File: config.mk
export PLATFORM = sky130hd
export DESIGN_NAME = ex_muldiv_flat
export DESIGN_NICKNAME = d
export VERILOG_FILES = /design/src/rtl/ex_muldiv_if.sv /design/src/rtl/ex_muldiv.sv /design/src/flat_wrapper.sv
export SDC_FILE = /design/constraint.sdc
export NUM_CORES = 1
export LEC_CHECK = 0
export ABC_AREA = 1
export ABC_CLOCK_PERIOD_IN_PS = 5900
export CORE_MARGIN = 2
export CORE_UTILIZATION = 55
export DETAILED_ROUTE_END_ITERATION = 8
export GPL_TIMING_DRIVEN = 1
export PLACE_DENSITY = 0.79
export SYNTH_ARGS = -nofsm -noshare
export SYNTH_HDL_FRONTEND = slang
export SYNTH_SLANG_ARGS = --single-unit
File: constraint.sdc
create_clock -name CLK -period 5.9 [get_ports CLK]
set_input_delay 0.59 -clock CLK [delete_from_list [all_inputs] [get_ports CLK]]
set_output_delay 0.59 -clock CLK [all_outputs]
set_load 0.03 [all_outputs]
File: src/rtl/ex_muldiv_if.sv
// ex_muldiv_if: request/result bundle between an issuing stage and the iterative mul/div unit.
interface ex_muldiv_if #(
    parameter int W = 32
) ();
    logic         start;
    logic [2:0]   op;
    logic [W-1:0] a;
    logic [W-1:0] b;
    logic         busy;
    logic         done;
    logic         dz;
    logic [W-1:0] hi;
    logic [W-1:0] lo;

    modport master (
        output start, op, a, b,
        input  busy, done, dz, hi, lo
    );

    modport slave (
        input  start, op, a, b,
        output busy, done, dz, hi, lo
    );
endinterface

File: src/rtl/ex_muldiv.sv
// ex_muldiv: MIPS-style HI/LO unit with radix-2 shift-add multiply and restoring divide.
module ex_muldiv #(
    parameter int W    = 32,
    parameter int CNTW = $clog2(W) + 1
) (
    input logic       CLK,
    input logic       RST,
    ex_muldiv_if.slave bus
);
    localparam logic [1:0] IDLE = 2'd0;
    localparam logic [1:0] MUL  = 2'd1;
    localparam logic [1:0] DIV  = 2'd2;
    localparam logic [1:0] FIX  = 2'd3;

    localparam logic [2:0] OP_MTHI = 3'd4;
    localparam logic [2:0] OP_MTLO = 3'd5;

    logic [1:0]      state;
    logic [CNTW-1:0] cnt;
    logic [2*W-1:0]  p;
    logic [W-1:0]    m;
    logic            sa, sb, bz, dv;
    logic [W-1:0]    hi, lo;
    logic            done, dz;

    logic            accept, arith, sgn, asn, bsn;
    logic [W-1:0]    amag, bmag;
    logic [W:0]      msum, dt, dd;
    logic            dge, last;
    logic [2*W-1:0]  pfix;
    logic [W-1:0]    qfix, rfix;

    always_comb begin
        accept = bus.start & (state == IDLE);
        arith  = ~bus.op[2];
        sgn    = arith & ~bus.op[0];
        asn    = sgn & bus.a[W-1];
        bsn    = sgn & bus.b[W-1];
        amag   = asn ? -bus.a : bus.a;
        bmag   = bsn ? -bus.b : bus.b;
        msum   = {1'b0, p[2*W-1:W]} + (p[0] ? {1'b0, m} : {(W+1){1'b0}});
        dt     = {p[2*W-1:W], p[W-1]};
        dd     = dt - {1'b0, m};
        dge    = dt >= {1'b0, m};
        last   = cnt == CNTW'(W - 1);
        pfix   = (sa ^ sb) ? -p : p;
        qfix   = (sa ^ sb) ? -p[W-1:0] : p[W-1:0];
        rfix   = sa ? -p[2*W-1:W] : p[2*W-1:W];
    end

    always_ff @(posedge CLK) begin
        if (RST) begin
            state <= IDLE;
            cnt   <= '0;
            p     <= '0;
            m     <= '0;
            sa    <= 1'b0;
            sb    <= 1'b0;
            bz    <= 1'b0;
            dv    <= 1'b0;
            hi    <= '0;
            lo    <= '0;
            done  <= 1'b0;
            dz    <= 1'b0;
        end else begin
            done <= 1'b0;
            dz   <= 1'b0;
            if (accept) begin
                if (bus.op == OP_MTHI) hi <= bus.a;
                if (bus.op == OP_MTLO) lo <= bus.a;
                if (arith) begin
                    // Multiplier/dividend sits in the low half of p; the other operand in m.
                    p     <= {{W{1'b0}}, bus.op[1] ? amag : bmag};
                    m     <= bus.op[1] ? bmag : amag;
                    sa    <= asn;
                    sb    <= bsn;
                    bz    <= bus.b == '0;
                    dv    <= bus.op[1];
                    cnt   <= '0;
                    state <= bus.op[1] ? DIV : MUL;
                end
            end else if (state == MUL) begin
                p     <= {msum, p[W-1:1]};
                cnt   <= cnt + 1'b1;
                state <= last ? FIX : MUL;
            end else if (state == DIV) begin
                p     <= {dge ? dd[W-1:0] : dt[W-1:0], p[W-2:0], dge};
                cnt   <= cnt + 1'b1;
                state <= last ? FIX : DIV;
            end else if (state == FIX) begin
                state <= IDLE;
                done  <= 1'b1;
                dz    <= dv & bz;
                if (!(dv & bz)) begin
                    hi <= dv ? rfix : pfix[2*W-1:W];
                    lo <= dv ? qfix : pfix[W-1:0];
                end
            end
        end
    end

    assign bus.busy = state != IDLE;
    assign bus.done = done;
    assign bus.dz   = dz;
    assign bus.hi   = hi;
    assign bus.lo   = lo;
endmodule

File: src/flat_wrapper.sv
// flat-port wrapper written by rule: the top's interface ports become plain ports
module ex_muldiv_flat 
#(
    parameter int W    = 32,
    parameter int CNTW = $clog2(W) + 1
)
  (CLK, RST, bus_start, bus_op, bus_a, bus_b, bus_busy, bus_done, bus_dz, bus_hi, bus_lo);
  ex_muldiv_if #(.W(W)) bus_i ();
  input logic CLK;
  input logic RST;
  input wire logic [$bits(bus_i.start)-1:0] bus_start;
  input wire logic [$bits(bus_i.op)-1:0] bus_op;
  input wire logic [$bits(bus_i.a)-1:0] bus_a;
  input wire logic [$bits(bus_i.b)-1:0] bus_b;
  output wire logic [$bits(bus_i.busy)-1:0] bus_busy;
  output wire logic [$bits(bus_i.done)-1:0] bus_done;
  output wire logic [$bits(bus_i.dz)-1:0] bus_dz;
  output wire logic [$bits(bus_i.hi)-1:0] bus_hi;
  output wire logic [$bits(bus_i.lo)-1:0] bus_lo;
  assign bus_i.start = bus_start;
  assign bus_i.op = bus_op;
  assign bus_i.a = bus_a;
  assign bus_i.b = bus_b;
  assign bus_busy = bus_i.busy;
  assign bus_done = bus_i.done;
  assign bus_dz = bus_i.dz;
  assign bus_hi = bus_i.hi;
  assign bus_lo = bus_i.lo;
  ex_muldiv #(.W(W), .CNTW(CNTW)) u_core (.CLK(CLK), .RST(RST), .bus(bus_i));
endmodule
[After elaboration in Yosys (flattened, before gate mapping)]
Index checks and enable logic that the tools add are counted.
Word-level totals
  register bits after elaboration: 174
  input port bits: 70
  output and inout bits: 67
  logic and storage cells: 95
Operators by class
  $add $sub $neg: 8
  $lt $le $gt $ge: 1
  equal/unequal tests: 12
  multiplexer cells: 40
  bitwise logic cells: 9
  reductions and logical operators: 13
Operators with widths (number)
  32-bit 2-to-1 mux: 22
  64-bit 2-to-1 mux: 5
  32-bit negation: 4
  64-bit negation: 1
  32-bit by 32-bit adder with 33-bit output: 1
  33-bit by 32-bit >= comparator with 1-bit output: 1
  32-bit zero test: 1
  32-bit subtractor: 1
  6-bit 2-to-1 mux: 4
  2-bit 2-to-1 mux: 7
  5-bit AND reduction: 2
  6-bit by 1-bit adder with 6-bit output (second input constant): 1
  3-bit equality test (second input constant): 2
  6-bit by 5-bit equality test with 1-bit output (second input constant): 1
  2-bit by 1-bit != test with 1-bit output (second input constant): 3
  2-bit != test (second input constant): 3
  2-bit AND reduction: 3
  1-bit AND: 5
  5-bit OR reduction: 1
  2-bit equality test (second input constant): 2
  2-bit nonzero test: 2
  4-bit nonzero test: 1
  4-bit OR reduction: 1
  1-bit NOT: 3
  other kinds (5): 6

[Depth between registers and ports, before layout]
  word-level depth: 8
  gate-level depth with buffers: 20
  depth with buffers taken out: 18

[Worst setup path after synthesis]
OpenSTA, ideal clock, no wires.
  kind: flip-flop to flip-flop
  from: register u_core.p[0]
  to: register u_core.p[49]
  setup time: 0.132 ns
  data arrival time: 2.524 ns
  required time: 5.768 ns
  setup slack: 3.244 ns
  stages on the path, launching flop included: 20
  buffers on the path: 2
  period minus slack after synthesis: 2.656 ns
  cells stage by stage: dfxtp_1 > buf_6 > clkbuf_1 > nand2_1 > inv_1 > ha_1 > inv_1 > fa_1 > inv_1 > nand2_1 > o21ai_1 > nand2_1 > nand2_1 > nand2_1 > nand2_1 > nand2_1 > nand3_1 > nand3_1 > nand3_1 > a21oi_1
Between the ends
  cells in the longest elaborated chain, start to end: 4
Ends and longest elaborated chain
  start: declaration: line ex_muldiv.sv:20  | logic [2*W-1:0] p;
  start signal: assignment: line ex_muldiv.sv:73  | p <= {{W{1'b0}}, bus.op[1] ? amag : bmag};
  start signal: assignment: line ex_muldiv.sv:83  | p <= {msum, p[W-1:1]};
  start signal: assignment: line ex_muldiv.sv:87  | p <= {dge ? dd[W-1:0] : dt[W-1:0], p[W-2:0], dge};
  32-bit 2-to-1 mux: line ex_muldiv.sv:41  | msum = {1'b0, p[2*W-1:W]} + (p[0] ? {1'b0, m} : {(W+1){1'b0}});
  32-bit by 32-bit adder with 33-bit output: line ex_muldiv.sv:41
  64-bit 2-to-1 mux: line ex_muldiv.sv:82  | end else if (state == MUL) begin
  64-bit 2-to-1 mux: line ex_muldiv.sv:68  | if (accept) begin
No other way between the ends.
A chain may end at the register's enable or synchronous reset.

[Final worst setup path]
  from: register u_core.state[0]
  to: register u_core.lo[2] (netlist: u_core.bus.lo[2])
Between the ends
  cells in the longest elaborated chain, start to end: 4
  elaborated cells on any way between the ends: 12
  those cells by class: eq/ne (7); mux (1); bitwise (1); reduce/logical (3)
Ends and longest elaborated chain
  start: declaration: line ex_muldiv.sv:18  | logic [1:0] state;
  start signal: assignment: line ex_muldiv.sv:80  | state <= bus.op[1] ? DIV : MUL;
  start signal: assignment: line ex_muldiv.sv:85  | state <= last ? FIX : MUL;
  start signal: assignment: line ex_muldiv.sv:89  | state <= last ? FIX : DIV;
  2-bit zero test: line ex_muldiv.sv:34  | accept = bus.start & (state == IDLE);
  1-bit AND: line ex_muldiv.sv:34
  2-bit != test (no line), or another cell as far along
  5-bit AND reduction (no line)
  end signal: assignment: line ex_muldiv.sv:70  | if (bus.op == OP_MTLO) lo <= bus.a;
  end signal: assignment: line ex_muldiv.sv:96  | lo <= dv ? qfix : pfix[W-1:0];
  end: declaration: line ex_muldiv.sv:23  | logic [W-1:0] hi, lo;
Several ways; a longest one is shown, not always the timed one.

==> results.md <==
- Total wire length: 79300 microns
- Clk sinks: 174
- Clock Skew: around 18 ps
- Fmax: 277 MHz
- Syn Inst Count: around 3.3k
- Via density: 6.08
- Clk_lat worst skew: 450 ps
- Outcome: completed
- Cell family with most CP delay: buffers and inverters
- Hold slack: slightly below 500 ps
- Clock slew at reported path FFs: 80 ps
- Reg2reg setup slack: 2290 ps
- Kind of critical path: flop to flop
- Layout area overhead: 11.8%
- Grt ovf: 0
- Site row count: 66
- # nets final: 3495
- H-tree levels: 4
- Seq/Total Area, Yosys: 0.192
- Leak: 0.0102 uW
- CTS root buffer: clkbuf_16
- Core ar.: around 33000 sq um
- Hold Crit Class: flop to flop
- RSZ-0062 raised after global routing: false
- Die W: 186 microns
- Period minus WS final: 3610 ps
- Synthesis Warnings: 0
- Post-CTS Setup Inserts: 0
- Pwr dens: 647 nW/um^2
- CTS max path bufs: 2
- VDD IR-drop max: 0.000604 V
- Initial antenna violation count: 0
- Cell repeated most along the worst path: inv_1
- Syn Std Cell Area: 18100 sq um
- Startpoint Class: flop
- Max-slew headroom: 0.235
- CP max stage cell: inv_1
- DRC viols: 0
- Critical-path maximum fanout: 46
- R2R depth: 12
- CTS tree: yes
- Max_cap viols: 0
- Final setup TNS: 0 ps
- Total vias in the final route: about 23k
- Final period util: 0.612
- Global-route wire length before repair: between 100000 and 150000 microns
- Post-cts hold buffer count: 0
- DRT Pass-1 Iters: 6
- RePlAce Congestion: 1.11
- Iter 0 DRT Violations: 3210
- Number of flops mapped to enable cells by yosys: 0
- IO buf count: roughly 140
- Die H: around 190 microns
- Avg Cell Area, Syn: ~5.5 sq um
- Final setup fails: 0
- CP Depth: 12
- Mapped Nets: 3438
- Fin. max-slew vios: 0
- Post-synth cell types: 53
- CP startpoint: u_core.state[0]$_SDFFE_PP0P_
- Setup crit end: u_core.bus.lo[2]$_SDFFE_PP0P_
- HPWL Detailed: 62100 microns
- R2r endpoint: u_core.bus.lo[2]$_SDFFE_PP0P_
- Wire per inst: 20.8 microns
- Post-CTS Resized: 0
- Yosys reg bits: 174
- CP Capture Type: flop
- Largest net degree at the start of global routing: 66
- I/O Pins: between 100 and 150
- Die area: 34400 sq um
- CP peak stage delay: 820 ps
- Reg2Reg Launch Point: u_core.state[0]$_SDFFE_PP0P_
- Buf/Inv on CP: 5
- Final Hold Vio Count: 0
- Share of cells above drive strength 1: 0.0387
- Worst hold path depth: 1
- GR Util All Layers: 0.455
- Main flop type after synthesis: dfxtp_1
- CTS buffer count: 17
- Worst path cell trace: inv_1 > ha_1 > nand2_4 > inv_2 > nor2_1 > inv_1 > o21ai_0 > nand2_1 > buf_4 > inv_1 > o21ai_0 > a31oi_1
- Diodes inserted: 0
- DRT antenna net count: 0
- Worst path required time: 6280 ps
- Worst-Margin Slew: ~1100 ps
- FFs w/ async S/R, synth: 0
- Initial Util: 0.557
- Arr. time, crit path: about 4000 ps
- Vias in the first global route: 20.8k
## area by class of cell
| cell class | instances | area, sq um |
|---|---|---|
| Fill cell | 3342 | 12300 |
| Multi-Input combinational cell | 2476 | 12200 |
| Sequential cell | 174 | 3480 |
| Inverter | 522 | 1960 |
| Timing Repair Buffer | 159 | 1530 |
| Tap cell | 442 | 553 |
| Clock buffer | 20 | 467 |
| Clock inverter | 12 | 116 |
## per-stage QoR
stage | worst slack (ps) | std cells | power (uW) | utilization | instance area, sq um
finish | 2290 | 3805 | 13100 | 0.623 | 20300
global route | 2090 | 3805 | 14000 | 0.623 | 20300
CTS | 2440 | 3805 | 12700 | 0.623 | 20300
detailed placement | 2130 | 3773 | 11500 | 0.605 | 19700
global placement | 2240 | 3773 | 11400 | 0.605 | 19700
floorplan | 3240 | 3293 | 8640 | - | 18100
## power by group
| group | switching, uW | total (uW) | leakage [uW] | internal [uW] |
|---|---|---|---|---|
| Combinational | 6910 | 9810 | 0.00848 | 2900 |
| Sequential | 584 | 2130 | 0.00142 | 1550 |
| Clock | 577 | 1170 | 0.000284 | 593 |
## synth_stat cells (11+ instances only)
cell type	count	area share
nand2_1	960	0.20
inv_1	510	0.11
nor2_1	337	0.070
nand3_1	317	0.087
o21ai_0	217	0.060
a21oi_1	216	0.060
dfxtp_1	174	0.19
clkbuf_1	73	0.015
ha_1	73	0.050
xor2_1	56	0.027
nand4_1	52	0.018
o211ai_1	36	0.015
nor3_1	29	0.0080
buf_2	25	0.0069
a31oi_1	24	0.0083
nand3b_1	24	0.0099
buf_1	15	0.0031
o21bai_1	15	0.0062
nor2_2	13	0.0045
or2_2	13	0.0045
inv_2	11	0.0023
nand2_2	11	0.0038
## sequential cells by signal, indices dropped and copies added, names as in the netlist, 2 cells and up
register and cells:
u_core.bus.hi 32, u_core.state 2, u_core.m 32, u_core.bus.lo 32, u_core.cnt 6, u_core.p 64
## cells in the final DEF (no fill, tap or decap), drive strengths merged
| cell type | synthesis | layout |
|---|---|---|
| a211oi | 2 | 2 |
| a21boi | 1 | 1 |
| a21o | 5 | 5 |
| a21oi | 221 | 221 |
| a221oi | 4 | 4 |
| a22oi | 4 | 4 |
| a31oi | 24 | 24 |
| and2 | 4 | 4 |
| and3 | 1 | 1 |
| buf | 48 | 24 |
| clkbuf | 73 | 20 |
| clkdlybuf4s50 | 0 | 135 |
| clkinv | 1 | 3 |
| clkinvlp | 0 | 2 |
| dfxtp | 174 | 174 |
| fa | 2 | 2 |
| ha | 73 | 73 |
| inv | 521 | 529 |
| nand2 | 973 | 973 |
| nand3 | 318 | 318 |
| nand3b | 24 | 24 |
| nand4 | 53 | 53 |
| nor2 | 357 | 357 |
| nor3 | 32 | 32 |
| nor4 | 4 | 4 |
| o2111ai | 2 | 2 |
| o211ai | 36 | 36 |
| o21a | 3 | 3 |
| o21ai | 227 | 227 |
| o21bai | 15 | 15 |
| o221a | 1 | 1 |
| o221ai | 3 | 3 |
| o22ai | 3 | 3 |
| o31ai | 6 | 6 |
| or2 | 16 | 16 |
| xnor2 | 6 | 6 |
| xor2 | 56 | 56 |
## worst min path at each step
stage | start | endpoint | slack (ps)
after floorplan | u_core.cnt[5]$_SDFFE_PP0P_ | u_core.cnt[5]$_SDFFE_PP0P_ | 440
after global placement | u_core.cnt[5]$_SDFFE_PP0P_ | u_core.cnt[5]$_SDFFE_PP0P_ | 450
after detailed placement | u_core.cnt[5]$_SDFFE_PP0P_ | u_core.cnt[5]$_SDFFE_PP0P_ | 470
after CTS | u_core.cnt[5]$_SDFFE_PP0P_ | u_core.cnt[5]$_SDFFE_PP0P_ | 480
after global routing | u_core.bz$_SDFFE_PP0P_ | u_core.bz$_SDFFE_PP0P_ | 510
final | u_core.cnt[5]$_SDFFE_PP0P_ | u_core.cnt[5]$_SDFFE_PP0P_ | 490
## worst reg2reg max path: cells and delay by family, from the launching register on
family	cells	cell delay, ps
buffers and inverters	5	1640
flip-flops	1	400
AO/OA/AOI/OAI	3	500
AND/OR/NAND/NOR	3	760
adder cells (fa/ha/maj)	1	260
## per-layer routing
metal / wire [microns] / vias up / track usage / share of wire
li1: - / 10662 / - / -
met1: 29700 / 10465 / 0.568 / 0.37
met2: 33400 / 1658 / 0.692 / 0.42
met3: 10200 / 352 / 0.118 / 0.13
met4: 6050 / 0 / 0.294 / 0.076
met5: 0 / - / 0 / 0
## cell families (layout without fill, tap and decap cells)
| kind of cell | Yosys count | after routing | synth area share |
|---|---|---|---|
| xor+xnor | 62 | 62 | 0.0299 |
| fa+ha+maj | 75 | 75 | 0.0526 |
| flops | 174 | 174 | 0.192 |
| simple gates | 1782 | 1782 | 0.419 |
| compound gates | 557 | 557 | 0.169 |
| buf+inv | 643 | 713 | 0.138 |
Note: power is estimated with default switching activity, not from simulation.
